--- config.mk ---
export PLATFORM = sky130hd
export DESIGN_NAME = audio_packet_picker
export DESIGN_NICKNAME = d
export VERILOG_FILES = /design/src/rtl/hdmi_audio_pkg.sv /design/src/rtl/iec60958_frame_counter.sv /design/src/rtl/audio_packet_picker.sv
export SDC_FILE = /design/constraint.sdc
export NUM_CORES = 1
export LEC_CHECK = 0
export CAP_MARGIN = 20
export CORE_ASPECT_RATIO = 1.75
export CORE_MARGIN = 2
export CORE_UTILIZATION = 53
export DETAILED_ROUTE_END_ITERATION = 8
export GPL_ROUTABILITY_DRIVEN = 0
export GPL_TIMING_DRIVEN = 0
export PLACE_DENSITY = 0.88
export SETUP_SLACK_MARGIN = 0.3
export SLEW_MARGIN = 20
export SYNTH_ARGS = -nofsm -noshare
export SYNTH_HDL_FRONTEND = slang
export SYNTH_SLANG_ARGS = --single-unit
--- constraint.sdc ---
create_clock -name clk_pixel -period 10.25 [get_ports clk_pixel]
set_input_delay 1.025 -clock clk_pixel [delete_from_list [all_inputs] [get_ports clk_pixel]]
set_output_delay 1.025 -clock clk_pixel [all_outputs]
set_load 0.05 [all_outputs]
--- src/rtl/hdmi_audio_pkg.sv ---
`default_nettype none
// ============================================================================
// Module      : hdmi_audio_pkg
// Description : Shared HDMI data-island packet codes, IEC 60958 block length
//               and the packet-selection encoding used by the audio picker.
// Revision    : 1.0 - initial release
// ============================================================================
package hdmi_audio_pkg;

    localparam logic [7:0] PKT_NULL            = 8'h00;
    localparam logic [7:0] PKT_ACR             = 8'h01;
    localparam logic [7:0] PKT_AUDIO_SAMPLE    = 8'h02;
    localparam logic [7:0] PKT_AUDIO_INFOFRAME = 8'h84;

    localparam int IEC_BLOCK_FRAMES = 192;

    typedef enum logic [1:0] {
        SEL_NULL  = 2'd0,
        SEL_ACR   = 2'd1,
        SEL_INFO  = 2'd2,
        SEL_AUDIO = 2'd3
    } pkt_sel_e;

    // Header type byte for a packet selection
    function automatic logic [7:0] pkt_code(input pkt_sel_e sel);
        case (sel)
            SEL_ACR:   return PKT_ACR;
            SEL_INFO:  return PKT_AUDIO_INFOFRAME;
            SEL_AUDIO: return PKT_AUDIO_SAMPLE;
            default:   return PKT_NULL;
        endcase
    endfunction

endpackage
`default_nettype wire

--- src/rtl/iec60958_frame_counter.sv ---
`default_nettype none
// ============================================================================
// Module      : iec60958_frame_counter
// Description : Mod-192 IEC 60958 frame index. Advances by the number of
//               samples emitted (0..4) and flags which of the four subpacket
//               slots carries frame 0 of the block (the B flag).
// Revision    : 1.0 - initial release
// ============================================================================
module iec60958_frame_counter
    import hdmi_audio_pkg::*;
(
    input  logic       clk_pixel,
    input  logic       reset,
    input  logic       advance_i,
    input  logic [2:0] advance_n_i,
    input  logic [3:0] present_i,
    output logic [3:0] block_start_o
);

    logic [7:0] cnt_q;
    logic [7:0] cnt_d;
    logic [7:0] cnt_sum;

    // cnt_q <= 191 and advance <= 4, so the raw sum fits in 8 bits
    assign cnt_sum = cnt_q + {5'd0, advance_n_i};
    assign cnt_d   = (cnt_sum >= 8'(IEC_BLOCK_FRAMES))
                   ? cnt_sum - 8'(IEC_BLOCK_FRAMES) : cnt_sum;

    // Frame index register, advanced once per emitted audio packet
    always_ff @(posedge clk_pixel or posedge reset) begin
        if (reset) begin
            cnt_q <= 8'd0;
        end else if (advance_i) begin
            cnt_q <= cnt_d;
        end
    end

    // Slot i is frame (cnt + i) mod 192; it starts a block when that is 0
    for (genvar i = 0; i < 4; i++) begin : g_slot_flag
        logic [7:0] w_idx;
        assign w_idx            = cnt_q + 8'(i);
        assign block_start_o[i] = present_i[i] &&
                                  ((w_idx == 8'd0) || (w_idx == 8'(IEC_BLOCK_FRAMES)));
    end

endmodule
`default_nettype wire

--- src/rtl/audio_packet_picker.sv ---
`default_nettype none
// ============================================================================
// Module      : audio_packet_picker
// Description : Per-frame HDMI data-island packet scheduler. Sends ACR, then
//               (optionally) the Audio InfoFrame, then audio sample packets
//               of up to four buffered samples, else null packets.
//               Build option: define AUDIO_INFOFRAME_EN to send the Audio
//               InfoFrame once per frame after ACR.
// Revision    : 1.0 - initial release
// ============================================================================
module audio_packet_picker
    import hdmi_audio_pkg::*;
#(
    parameter int AUDIO_BIT_WIDTH = 16,
    parameter int CHANNELS        = 2
) (
    input  logic                                  clk_pixel,
    input  logic                                  reset,
    input  logic                                  frame_start,
    input  logic                                  packet_enable,
    input  logic                                  sample_valid,
    output logic                                  sample_ready,
    input  logic [CHANNELS*AUDIO_BIT_WIDTH-1:0]   sample_word,
    output logic [7:0]                            packet_type,
    output logic [4*CHANNELS*AUDIO_BIT_WIDTH-1:0] audio_sample_word,
    output logic [3:0]                            audio_sample_word_present,
    output logic [3:0]                            audio_block_start,
    output logic [2:0]                            samples_held
);

    localparam int SW = CHANNELS * AUDIO_BIT_WIDTH;

    logic [SW-1:0]   acc_q [4];
    logic [2:0]      held_q, held_d;
    logic            acr_sent_q, acr_sent_d;
`ifdef AUDIO_INFOFRAME_EN
    logic            info_sent_q, info_sent_d;
`endif
    logic [7:0]      pkt_type_q;
    logic [3:0]      present_q;
    logic [3:0]      bstart_q;
    logic [4*SW-1:0] word_q;

    pkt_sel_e        sel;
    logic            transfer;
    logic            emit;
    logic [3:0]      present_mask;
    logic [3:0]      slot_bstart;

    assign sample_ready = !reset && (held_q != 3'd4);
    assign transfer     = sample_valid && sample_ready;
    assign emit         = packet_enable && (sel == SEL_AUDIO);

    // Packet priority; a same-cycle frame_start clears the flags first
    always_comb begin
        acr_sent_d = frame_start ? 1'b0 : acr_sent_q;
`ifdef AUDIO_INFOFRAME_EN
        info_sent_d = frame_start ? 1'b0 : info_sent_q;
`endif
        if (!acr_sent_d) begin
            sel = SEL_ACR;
`ifdef AUDIO_INFOFRAME_EN
        end else if (!info_sent_d) begin
            sel = SEL_INFO;
`endif
        end else if (held_q != 3'd0) begin
            sel = SEL_AUDIO;
        end else begin
            sel = SEL_NULL;
        end
        if (packet_enable && (sel == SEL_ACR)) begin
            acr_sent_d = 1'b1;
        end
`ifdef AUDIO_INFOFRAME_EN
        if (packet_enable && (sel == SEL_INFO)) begin
            info_sent_d = 1'b1;
        end
`endif
    end

    // Occupancy and the slots that an audio packet would carry
    always_comb begin
        for (int i = 0; i < 4; i++) begin
            present_mask[i] = (3'(i) < held_q);
        end
        if (emit) begin
            held_d = transfer ? 3'd1 : 3'd0;
        end else if (transfer) begin
            held_d = held_q + 3'd1;
        end else begin
            held_d = held_q;
        end
    end

    // Accumulator: a sample arriving during emission starts the next packet
    always_ff @(posedge clk_pixel or posedge reset) begin
        if (reset) begin
            held_q     <= 3'd0;
            acr_sent_q <= 1'b0;
            for (int i = 0; i < 4; i++) begin
                acc_q[i] <= '0;
            end
        end else begin
            held_q     <= held_d;
            acr_sent_q <= acr_sent_d;
            if (transfer) begin
                if (emit) begin
                    acc_q[0] <= sample_word;
                end else begin
                    acc_q[held_q[1:0]] <= sample_word;
                end
            end
        end
    end

`ifdef AUDIO_INFOFRAME_EN
    // InfoFrame-sent flag, cleared each frame
    always_ff @(posedge clk_pixel or posedge reset) begin
        if (reset) begin
            info_sent_q <= 1'b0;
        end else begin
            info_sent_q <= info_sent_d;
        end
    end
`endif

    iec60958_frame_counter u_frame_counter (
        .clk_pixel     (clk_pixel),
        .reset         (reset),
        .advance_i     (emit),
        .advance_n_i   (held_q),
        .present_i     (present_mask),
        .block_start_o (slot_bstart)
    );

    // Registered packet outputs, updated only on packet_enable
    always_ff @(posedge clk_pixel or posedge reset) begin
        if (reset) begin
            pkt_type_q <= PKT_NULL;
            present_q  <= 4'd0;
            bstart_q   <= 4'd0;
            word_q     <= '0;
        end else if (packet_enable) begin
            pkt_type_q <= pkt_code(sel);
            if (sel == SEL_AUDIO) begin
                present_q <= present_mask;
                bstart_q  <= slot_bstart;
                for (int i = 0; i < 4; i++) begin
                    word_q[i*SW +: SW] <= present_mask[i] ? acc_q[i] : '0;
                end
            end else begin
                present_q <= 4'd0;
                bstart_q  <= 4'd0;
            end
        end
    end

    assign packet_type               = pkt_type_q;
    assign audio_sample_word         = word_q;
    assign audio_sample_word_present = present_q;
    assign audio_block_start         = bstart_q;
    assign samples_held              = held_q;

endmodule
`default_nettype wire
# Yosys cells after proc, flatten, opt, wreduce, memory -nomap -nowiden
# Index checks and enable logic that the tools add are counted.
[classes]
addsub = 6
magnitude_cmp = 7
eq_ne = 8
n_mux = 19
bitwise_logic = 2
n_reduce_logical = 22
[op_table]
columns = ["cell", "n"]
rows = [
  ["$mux 32", 6],
  ["$bwmux 128", 1],
  ["$demux 32 s2", 1],
  ["$eq 8x8->1 const B", 4],
  ["$logic_not 8->1", 4],
  ["$pmux 8 s3", 1],
  ["$add 8x2->8 const B", 2],
  ["$logic_and 1x1->1", 9],
  ["$add 8x1->8 const B", 1],
  ["$add 8x3->8", 1],
  ["$ge 8x8->1 const B", 1],
  ["$mux 4", 2],
  ["$mux 8", 1],
  ["$sub 8x8->8 const B", 1],
  ["$lt 1x3->1 const A", 2],
  ["$lt 2x3->1 const A", 2],
  ["$mux 3", 2],
  ["$eq 2x2->1 const B", 2],
  ["$logic_or 1x1->1", 4],
  ["$mux 2", 2],
  ["$reduce_and 2->1", 2],
  ["$add 3x1->3 const B", 1],
  ["$ge 3x3->1 const B", 1],
  ["$lt 3x1->1 const B", 1],
  ["other kinds (8)", 10],
]
[word_totals]
register_bits = 284
input_bits = 37
out_inout_bits = 148
wordCells = 75

# Depth between registers and ports, before layout
[depth]
word_depth = 7
depth_mapped = 9
mapped_depth_nobuf = 9

# By module
# Synthesis repeated with hierarchy kept, for this count alone.
[unflattened]
hier_cells = 784
hier_area_um2 = 11008.1
[by_module_without_submodules]
columns = ["module", "instances", "cells_each", "area_each_um2", "seq_area_each_um2"]
rows = [
  ["audio_packet_picker", 1, 699, 10241.1, 6781.5],
  ["iec60958_frame_counter", 1, 85, 767.0, 200.2],
]

# Worst setup path after synthesis
# OpenSTA, ideal clock, no wires.
[synth_path]
path_kind = "register -> register"
startpoint = "reg held_q[0] (netlist: samples_held[0])"
endpoint = "reg u_frame_counter.cnt_q[6]"
setup_ns = 0.079
t_arrival_ns = 2.672
required_ns = 10.171
slack_ns = 7.499
path_stages_with_launch = 10
path_buffers = 0
synth_period_minus_slack_ns = 2.751
cell_sequence = "dfrtp_1 ha_1 fa_1 a21oi_1 nor2_1 xor2_1 ha_1 or3_1 a21oi_1 xor2_1"
[synth_via]
elab_chain_len = 5
elab_cells_between_ends = 9
cone_classes = "2 x add/sub; 1 x order compare; 1 x eq/ne; 3 x mux; 2 x reduce/logical"
[synth_rtl]
columns = ["item", "line_no", "rtl"]
rows = [
  ["start, declared", "audio_packet_picker.sv:34", "logic [2:0] held_q, held_d;"],
  ["start signal, assigned", "audio_packet_picker.sv:104", "held_q <= held_d;"],
  ["parallel branches: the longest is 5 deep, another holds $add 8x3->8", "n/a", ""],
  ["end signal, assigned", "iec60958_frame_counter.sv:34", "cnt_q <= cnt_d;"],
  ["end, declared", "iec60958_frame_counter.sv:20", "logic [7:0] cnt_q;"],
]
# Several ways; the timed one is not identified.
# A chain may end at the register's enable or synchronous reset.

# Final worst setup path
[layout_path]
startpoint = "in reset"
endpoint = "out sample_ready"
[layout_via]
elab_chain_len = 2
[layout_rtl]
columns = ["item", "line_no", "rtl"]
rows = [
  ["start, declared", "audio_packet_picker.sv:18", "input logic reset,"],
  ["$logic_not 1->1 (no line)", "n/a", ""],
  ["$logic_and 1x1->1", "audio_packet_picker.sv:50", "assign sample_ready = !reset && (held_q != 3'd4);"],
  ["end, declared", "audio_packet_picker.sv:22", "output logic sample_ready,"],
]
# No other way between the ends.

==> qor.yml <==
clocking:
  cts_tree: "yes"
  clkLatencyLatePin_ns: 0.54
  cts_buffer_depth: 3
  clockRootBuffer: "clkbuf_16"
  post_cts_buffers: 0
  hold_buffers: 0
  cts_max_level: 1
  clk_pin_slew_ns: 0.07
  cts-buffers-inserted: 26
  cts_sinks: 279
  ctsResizeCount: 0
grt:
  grt_pass1_wl_mm: 42.6
  grt_usage: 0.251
  grt_pass1_vias: 7440
  antenna_found_initial: 0
  grt_overflow: 0
  grt_max_degree: 116
sta:
  clock_skew_ns: 0.0205
  setup_violations: 0
  maxSlewHeadroom: 0.514
  post-route-min-period_ns: 3.65
  finalHoldViolCount: 0
  rsz0062_at_grt: "false"
  period_share: 0.356
  maxSlewViolCount: 0
  tns_ns: 0
  fmax_ghz: 0.274
  tightest_slew_ns: 0.729
  hold-worst-slack_ns: 0.477
setup_path:
  required_ns: 9.23
  crit_family: "buffers and inverters"
  arrival_ns: 2.63
  crit_buf_inv: 2
  path_cells: "clkdlybuf4s50_1, a21oi_4, clkdlybuf4s50_1"
  crit_top_cell: "clkdlybuf4s50_1"
  end_kind: "primary output"
  slowest_stage: "clkdlybuf4s50_1"
  critPathKind: "primary input to primary output"
  cp_slowest_stage_delay_ns: 0.83
  critPathLaunchType: "primary input"
  crit_fanout: 4
synth:
  synth.cell_area_um2: 10800
  ys_warn_count: 0
  synth-seq-cells: 279
  syn_inst: 722
  synthArstFlopShare: 1.00
  synth_area_per_cell_um2: 15.0
  ys_seq_area_frac: 0.644
  synth_edf_count: 0
  ys_top_cells_by_area: "dfrtp_1 (64%), mux2_2 (13%), a22o_1 (10%), ha_1 (1.3%), buf_6 (1.0%)"
  yosysUniqueCellTypes: 49
  yosysTopAreaCell: "dfrtp_1"
  synth_flop_cell: "dfrtp_1"
  yosysTopAreaCellShare: 0.644
final_layout:
  fillers: 1430
  final_common_cell: "dfrtp_1"
  layout.nets: 984
  area_delta_synth_final_pct: 29.0
  layout_common_cells: "dfrtp_1 (279), clkdlybuf4s50_1 (180), a22o_1 (128)"
  multi_input_area_um2: 3510
  drive_gt1_frac: 0.223
  diodes: 0
  seqCellArea_um2: 6980
die:
  start_util: 0.536
  dieWidth_um: 112
  die-area_um2: 21700
  die_h_um: 193
  core_um2: 20200
  io_pins: 185
  placementRows: 69
pwr:
  p_leak_nw: 6.37
  powerDensity_nw_per_um2: 350
  vdd_drop_max_v: 0.000235
min_path:
  min_path_type: "register to register"
detailed_routing:
  ant_nets: 0
  routed_wl_mm: 27.1
  firstDrtPassIters: 4
  drc_errors: 0
  num_vias: 7033
  wl_per_cell_um: 22.5
  vias_per_cell: 5.85
  drt_iter0_drc: 452
run:
  max_cap_violations: 0
place:
  io_buffer_count: 180
  hpwlAfterDp_mm: 18.3
outcome:
  status: "complete, no violations"
[flip-flops by register name (all words and copies together) (netlist names)]
register,count
acr_sent_q,1
audio_block_start,4
samples_held,3
acc_q,128
audio_sample_word_present,4
audio_sample_word,128
packet_type,3
u_frame_counter.cnt_q,8
[cells by family after synthesis]
kind of cell             Yosys count  share of synthesized area
AO/OA/AOI/OAI                    170                      0.132
other                              1                   0.000346
buffers and inverters             61                     0.0326
XOR/XNOR                           9                    0.00727
adder cells (fa/ha/maj)           12                     0.0145
flip-flops                       279                      0.644
AND/OR/NAND/NOR                   60                     0.0339
multiplexers                     130                      0.135
[final cells by class]
cell class / instances / share of cell area
tap: 248 / 0.0222
timing repair buffer: 182 / 0.133
multi-input combinational: 385 / 0.251
buffer: 53 / 0.0231
sequential: 279 / 0.500
clock inverter: 13 / 0.0153
clock buffer: 34 / 0.0530
inverter: 8 / 0.00269
[worst paths after layout]
path / end / cells past startpoint / slack (ns) / startpoint
max: sample_ready / 3 / 6.60 / reset
min: audio_sample_word[31]$_DFFE_PP0P_ / 1 / 0.48 / acc_q[127]$_DFFE_PP0P_
max reg2reg: u_frame_counter.cnt_q[6]$_DFFE_PP0P_ / 9 / 7.35 / samples_held[0]$_DFFE_PP0P_
min reg2reg: audio_sample_word[31]$_DFFE_PP0P_ / 1 / 0.48 / acc_q[127]$_DFFE_PP0P_
max in group asynchronous: audio_sample_word[6]$_DFFE_PP0P_ / 3 / 8.32 / reset
min in group asynchronous: acr_sent_q$_DFF_PP0_ / 2 / 1.03 / reset
[report_power, final]
part           switching [mW]  leakage [nW]  internal [mW]
clock                   0.434         0.469          0.638
sequential              0.282          3.56           1.57
combinational            1.19          2.34          0.782
total                    1.90          6.37           2.99
[synth_stat cells, types with 3 or more instances]
cell / count
dfrtp_1: 279
a22o_1: 128
mux2_2: 123
clkbuf_1: 22
nand2_1: 14
buf_2: 12
a21oi_1: 11
ha_1: 11
buf_6: 10
nor2_1: 10
a21o_1: 9
buf_4: 9
inv_1: 7
mux2_1: 6
nand3_1: 6
o21ai_0: 6
nor3_1: 5
xnor2_1: 5
nor2b_1: 4
o31ai_1: 4
xor2_1: 4
nand3_4: 3
[worst reg2reg max path, cell delays in order, from the launching register on]
cell	delay, ns
dfrtp_1	0.50
ha_1	0.29
fa_1	0.42
a21oi_1	0.33
nor2_1	0.11
xor2_1	0.16
ha_1	0.27
or3_1	0.38
a21oi_1	0.19
xor2_1	0.17
[per-stage QoR]
| stage | instance area (um2) | worst slack, ns | utilization | instances | total power, mW |
|---|---|---|---|---|---|
| 3_3_place_gp | 13000 | -1.40 | 0.642 | 1153 | 3.75 |
| 6_report | 14000 | 6.60 | 0.692 | 1202 | 4.89 |
| 3_5_place_dp | 13000 | 6.60 | 0.645 | 1155 | 3.83 |
| 4_1_cts | 14000 | 6.60 | 0.692 | 1202 | 4.92 |
| 2_1_floorplan | 10800 | 1.53 | - | 725 | 3.14 |
| 5_1_grt | 14000 | 6.53 | 0.692 | 1202 | 5.09 |
[layer usage]
layer / up-vias / track usage / part of all wire
met3: 53 / 0.0303 / 0.042
li1: 3077 / - / -
met2: 199 / 0.452 / 0.53
met4: 0 / 0.0915 / 0.033
met5: - / 0 / 0
met1: 3704 / 0.312 / 0.39
Note: power is estimated with default switching activity, not from simulation.
